==> config.mk <==
export PLATFORM = sky130hd
export DESIGN_NAME = game_ctrl
export DESIGN_NICKNAME = d
export VERILOG_FILES = /design/src/rtl/pong_pkg.sv /design/src/rtl/frame_timer.sv /design/src/rtl/game_ctrl.sv
export SDC_FILE = /design/constraint.sdc
export NUM_CORES = 1
export LEC_CHECK = 0
export CAP_MARGIN = 0
export CORE_UTILIZATION = 44
export CTS_CLUSTER_DIAMETER = 80
export DETAILED_ROUTE_END_ITERATION = 10
export GPL_TIMING_DRIVEN = 0
export PLACE_DENSITY = 0.75
export SYNTH_ARGS = -nofsm -noshare
export SYNTH_HDL_FRONTEND = slang
export SYNTH_SLANG_ARGS = --single-unit
==> constraint.sdc <==
create_clock -name frame_clk -period 2.62 [get_ports frame_clk]
set_clock_uncertainty 0.2 [all_clocks]
set_input_delay 0.524 -clock frame_clk [delete_from_list [all_inputs] [get_ports frame_clk]]
set_output_delay 0.524 -clock frame_clk [all_outputs]
set_load 0.01 [all_outputs]
==> src/rtl/pong_pkg.sv <==
// Shared types and constants for the Pong game controller.
package pong_pkg;

  typedef enum logic [2:0] {
    MENU,
    SERVE,
    PLAY,
    WIN1,
    WIN2
  } game_state_t;

  localparam logic [1:0] DISP_MENU  = 2'b00;
  localparam logic [1:0] DISP_PLAY  = 2'b01;
  localparam logic [1:0] DISP_P1WIN = 2'b10;
  localparam logic [1:0] DISP_P2WIN = 2'b11;

  localparam int SCREEN_W = 640;

  function automatic logic [1:0] disp_of(input game_state_t s);
    case (s)
      SERVE, PLAY: disp_of = DISP_PLAY;
      WIN1:        disp_of = DISP_P1WIN;
      WIN2:        disp_of = DISP_P2WIN;
      default:     disp_of = DISP_MENU;
    endcase
  endfunction

endpackage

==> src/rtl/frame_timer.sv <==
// Loadable frame up-counter with clear, enable and terminal-count compare.
module frame_timer #(
  parameter int W = 8
) (
  input  logic         clk,
  input  logic         rst_n,
  input  logic         i_clr,
  input  logic         i_en,
  input  logic         i_load,
  input  logic [W-1:0] i_load_val,
  input  logic [W-1:0] i_tc_val,
  output logic         o_tc
);

  logic [W-1:0] r_count;

  // NOTE: sequential state uses non-blocking (<=) so every register samples pre-edge values.
  always_ff @(posedge clk) begin
    if (!rst_n)       r_count <= '0;
    else if (i_clr)   r_count <= '0;
    else if (i_load)  r_count <= i_load_val;
    else if (i_en)    r_count <= r_count + 1'b1;
  end

  assign o_tc = (r_count == i_tc_val);

endmodule

==> src/rtl/game_ctrl.sv <==
// Pong game state controller (menu/serve/play/win, scores, serve hold).
// Optional macro GAME_AUTORETURN_EN: win screens return to menu after WIN_HOLD frames.
module game_ctrl
  import pong_pkg::*;
#(
  parameter int WIN_SCORE   = 7,
  parameter int SERVE_DELAY = 60,
  parameter int WIN_HOLD    = 180,
  parameter int MISS_LEFT   = 8,
  parameter int MISS_RIGHT  = 631
) (
  input  logic       frame_clk,
  input  logic       Reset_n,
  input  logic       start,
  input  logic [9:0] BallX,
  output logic [1:0] Display,
  output logic [8:0] score_1,
  output logic [8:0] score_2,
  output logic       ball_hold,
  output logic       serve_dir
);

  // Timer is shared by the serve delay and the win hold, so size it for the longer one.
  localparam int MAX_T = (SERVE_DELAY > WIN_HOLD) ? SERVE_DELAY : WIN_HOLD;
  localparam int TW    = $clog2(MAX_T + 1);

  localparam logic [TW-1:0] SERVE_TC = TW'(SERVE_DELAY - 1);
  localparam logic [9:0]    MISS_L   = 10'(MISS_LEFT);
  localparam logic [9:0]    MISS_R   = 10'(MISS_RIGHT);
  localparam logic [9:0]    SCR_W    = 10'(SCREEN_W);
  localparam logic [8:0]    WIN_S    = 9'(WIN_SCORE);

  game_state_t   r_state, w_state_nxt;
  logic          r_start_q;
  logic [8:0]    r_score_1, r_score_2, w_score_1_nxt, w_score_2_nxt;
  logic          r_serve_dir, w_serve_dir_nxt;
  logic [1:0]    r_display;
  logic          r_ball_hold;
  logic          w_start_rise, w_left_miss, w_right_miss;
  logic          w_tmr_clr, w_tmr_en, w_tmr_tc;
  logic [TW-1:0] w_tc_val;

  assign w_start_rise = start & ~r_start_q;
  // A wrapped negative X reads as >= SCREEN_W and belongs to the left side.
  assign w_left_miss  = (BallX < MISS_L) | (BallX >= SCR_W);
  assign w_right_miss = (BallX > MISS_R) & (BallX < SCR_W);

  frame_timer #(.W(TW)) u_timer (
    .clk        (frame_clk),
    .rst_n      (Reset_n),
    .i_clr      (w_tmr_clr),
    .i_en       (w_tmr_en),
    .i_load     (1'b0),
    .i_load_val ('0),
    .i_tc_val   (w_tc_val),
    .o_tc       (w_tmr_tc)
  );

  // NOTE: every always_comb output gets a default first, so no path can infer a latch.
  always_comb begin
    w_state_nxt     = r_state;
    w_score_1_nxt   = r_score_1;
    w_score_2_nxt   = r_score_2;
    w_serve_dir_nxt = r_serve_dir;
    w_tmr_clr       = 1'b0;
    w_tmr_en        = 1'b0;
    w_tc_val        = SERVE_TC;
    case (r_state)
      MENU: begin
        if (w_start_rise) begin
          w_state_nxt     = SERVE;
          w_score_1_nxt   = '0;
          w_score_2_nxt   = '0;
          w_serve_dir_nxt = 1'b1;
          w_tmr_clr       = 1'b1;
        end
      end
      SERVE: begin
        if (w_tmr_tc) begin
          w_state_nxt = PLAY;
          w_tmr_clr   = 1'b1;
        end else begin
          w_tmr_en = 1'b1;
        end
      end
      PLAY: begin
        if (w_left_miss) begin
          w_score_2_nxt   = r_score_2 + 9'd1;
          w_serve_dir_nxt = 1'b0;
          w_tmr_clr       = 1'b1;
          w_state_nxt     = (w_score_2_nxt == WIN_S) ? WIN2 : SERVE;
        end else if (w_right_miss) begin
          w_score_1_nxt   = r_score_1 + 9'd1;
          w_serve_dir_nxt = 1'b1;
          w_tmr_clr       = 1'b1;
          w_state_nxt     = (w_score_1_nxt == WIN_S) ? WIN1 : SERVE;
        end
      end
      WIN1, WIN2: begin
`ifdef GAME_AUTORETURN_EN
        w_tc_val = TW'(WIN_HOLD - 1);
        if (w_tmr_tc) begin
          w_state_nxt = MENU;
          w_tmr_clr   = 1'b1;
        end else begin
          w_tmr_en = 1'b1;
        end
`else
        if (w_start_rise) w_state_nxt = MENU;
`endif
      end
      default: w_state_nxt = MENU;
    endcase
  end

  // Display and ball_hold are registered from the next state to keep one-cycle latency.
  always_ff @(posedge frame_clk) begin
    if (!Reset_n) begin
      r_state     <= MENU;
      r_start_q   <= 1'b1;
      r_score_1   <= '0;
      r_score_2   <= '0;
      r_serve_dir <= 1'b1;
      r_display   <= DISP_MENU;
      r_ball_hold <= 1'b1;
    end else begin
      r_state     <= w_state_nxt;
      r_start_q   <= start;
      r_score_1   <= w_score_1_nxt;
      r_score_2   <= w_score_2_nxt;
      r_serve_dir <= w_serve_dir_nxt;
      r_display   <= disp_of(w_state_nxt);
      r_ball_hold <= (w_state_nxt != PLAY);
    end
  end

  assign Display   = r_display;
  assign score_1   = r_score_1;
  assign score_2   = r_score_2;
  assign ball_hold = r_ball_hold;
  assign serve_dir = r_serve_dir;

endmodule

==> impl_metrics.csv <==
group,metric,value,unit
floorplanning,coreArea,0.00412,mm²
floorplanning,ioPinCount,35,
timing,max_freq,388,MHz
power,netSwitchingFraction,23.1,%
synth,syn_inst,237,
global_routing,antenna_found_initial,0,
timing,relSlewSlack,60.5,%
floorplanning,initial_core_util,47.4,%
synth,yosysWarnings,0,
layout,drive_gt1_share,11.6,%
drt,vias_per_cell,5.63,
power,vdd_drop_max,0.000281,V
layout,final_nets,293,
worst_setup_path,worstPathMaxFanout,5,
drt,vias,1834,
drt,drcViolationCount,0,
worst_setup_path,cp.required,2.64,ns
power,p_int,0.759,mW
placed_design,preCtsSetupSlack,-0.336,ns
worst_setup_path,endpoint_kind,"flip-flop",
worst_setup_path,crit_type,"in -> reg",
layout,utilization,59.5,%
status,status,"finished, final reports clean",
global_routing,grt_usage,20.9,%
layout,antenna_cells,0,
timing,setup_violations,0,
global_routing,grt_max_degree,12,
worst_setup_path,r2r-end,"Display[0]",
clocking,root_buffer,"clkbuf_8",
timing,hold_violations,0,
power,p_seq_share,53.1,%
synth,syn_area,0.00195,mm²
flow_run,drv_cap,0,
power,leakage,0.874,nW
worst_setup_path,worstReg2RegStart,"score_2[1]",
timing,period_share,98.3,%
timing,period_minus_slack,2.58,ns
layout,final_cell_area,0.00245,mm²
timing,setup-tns-final,0,ns
floorplanning,die-height,68.6,µm
floorplanning,fp-row-count,23,
synth,async_flop_share,0,%
worst_setup_path,r2r_cells,8,
worst_setup_path,ff2ff_setup_slack,0.16,ns
placed_design,place_area,0.00232,mm²
timing,drv_slew,0,
synth,yosysTopAreaCellShare,34.9,%
synth,yosysSeqAreaShare,34.9,%
worst_setup_path,cp-start-kind,"primary input",
power,clkPwrFrac,40.9,%
placed_design,globalplace.congestion,0.839,
worst_setup_path,crit_end,"score_2[6]",
synth,synth_seq_cells,34,
synth,synth-edff-count,0,
worst_setup_path,arrival,2.60,ns
timing,grt_setup_unrepaired,"yes",
clocking,cts.clk_slew.worst_paths,0.07,ns
worst_hold_path,holdCritStartpoint,"score_2[0]",
drt,drt_first_pass_iters,5,
clocking,cts_tree,"yes",
global_routing,grt_overflow_total,0,
synth,ys_types,52,
clocking,clock_sinks,34,
drt,drt-initial-drc-count,118,
timing,worstMarginPinSlew,0.591,ns
power,power_frac_comb,6.1,%
synth,syn_nets,255,
timing,setup_slack,0.0433,ns
synth,synth.avg_cell_area,8.23,µm²
layout,area_growth,25.6,%
drt,wirelength,4400,µm
worst_hold_path,hp-class,"reg -> reg",
synth,synth_top_area_cell,"dfxtp_1",
clocking,clock_latency,0.28,ns
floorplanning,die_area,0.00470,mm²
placed_design,dpl.hpwl,3180,µm
power,powerDensity,403,mW/mm²
global_routing,grt_first_pass_wirelength,7330,µm
clocking,h-tree-depth,2,
drt,ant_nets,0,
clocking,clk_path_buf_depth,2,
layout,layout.cells.non_filler,326,
global_routing,grt_pass1_vias,1639,
clocking,numCtsBuffers,5,
placed_design,portBuffers,31,
synth,ys_dominant_reg_cell,"dfxtp_1",
synth,synth_area_leaders,"dfxtp_1 (35%), nor2_1 (5.8%), a21oi_1 (4.9%), xor2_1 (4.0%), nand2_1 (3.5%)",
drt,wl_per_cell,13.5,µm
worst_setup_path,startpoint,"BallX[6]",
placed_design,dp.cells,318,
floorplanning,die_w,68.6,µm
clocking,holdBufCountCts,0,
power,power.switching,0.228,mW
metal layers:
metal,track usage (%),up-vias,wire length [µm]
met5,0,-,0
met4,5.47,0,61
met3,4.93,8,143
met2,36.6,38,2180
met1,25.4,849,2020
li1,-,939,-
power by group through the flow:
stage	Combinational (mW)	Clock, mW	Sequential, mW
after global routing	0.0658	0.437	0.524
final	0.0599	0.403	0.524
after floorplan	0.0304	0	0.535
after global placement	0.0567	0	0.535
after detailed placement	0.0578	0	0.535
after CTS	0.0608	0.417	0.523
state kept, by name, indices dropped and copies added (netlist names):
signal	count
score_1	9
score_2	9
u_timer.r_count	8
r_state	3
Display	2
ball_hold	1
r_start_q	1
serve_dir	1
synth_stat cells (all sizes together) (4+ instances only):
library cell and count:
a211oi 4, a21oi 19, and2 5, and3 5, buf 5, clkbuf 4, dfxtp 34, ha 5
inv 5, nand2 18, nand2b 6, nand3 7, nand4 7, nor2 30, nor3 6, o21ai 14
or3 4, xnor2 4, xor2 9
kinds of logic (layout without fill, tap and decap cells):
logic type                 Yosys count  count (layout)  share of synthesized area [%]
and+or+nand+nor                    107             107                           29.8
DFF                                 34              34                           34.9
adders and majority gates            5               5                           3.21
buffers and inverters               15              54                           4.04
muxes                                3               3                           1.54
AOI/OAI and AO/OA                   60              60                           20.7
xor gates and xnor gates            13              13                           5.84
stage by stage:
step / hold WS [ns] / power (mW)
3_3_place_gp: 0.285 / 0.592
3_5_place_dp: 0.290 / 0.593
4_1_cts: 0.312 / 1.00
6_report: 0.295 / 0.987
2_1_floorplan: 0.267 / 0.565
5_1_grt: 0.315 / 1.03
worst min-delay path by stage:
stage                               endpoint  cells after the start  slack (ns)
after floorplan           u_timer.r_count[1]                      2        0.27
after global placement    u_timer.r_count[1]                      2        0.28
after detailed placement           serve_dir                      2        0.29
after CTS                          serve_dir                      2        0.31
after global routing              score_2[0]                      2        0.32
final                             score_2[0]                      2        0.30
what timing repair did:
action,4_1_cts,5_1_grt
resized for setup,4,5
cloned,0,0
setup buffers,1,0
pin swaps,2,2
setup endpoints to repair,5,3
layout make-up:
class / count / area, µm²
timing repair buffer: 32 / 318
inverter: 5 / 18.8
multi-input combinational: 188 / 1210
clock buffer: 6 / 82.6
tap: 50 / 62.6
fill: 389 / 1670
clock inverter: 2 / 12.5
sequential: 34 / 684
buffer: 9 / 57.6
critical path, stage by stage:
cell	delay, ns
clkdlybuf4s50_1	0.43
or4_4	0.57
o21ai_2	0.18
nand2_1	0.19
or4b_1	0.55
a21oi_1	0.14
layout by cell type, fill, tap and decap left out, types with 6 or more instances in the layout:
master,Yosys,routed
clkdlybuf4s50_1,0,31
o21ai_0,12,12
a21oi_1,19,18
clkbuf_8,0,6
nor2_1,30,30
dfxtp_1,34,31
nand2_1,18,18
nor3_1,6,6
xor2_1,9,9
nand2b_1,6,6
nand3_1,7,7
nand4_1,7,7
(Power assumes the default switching activity.)
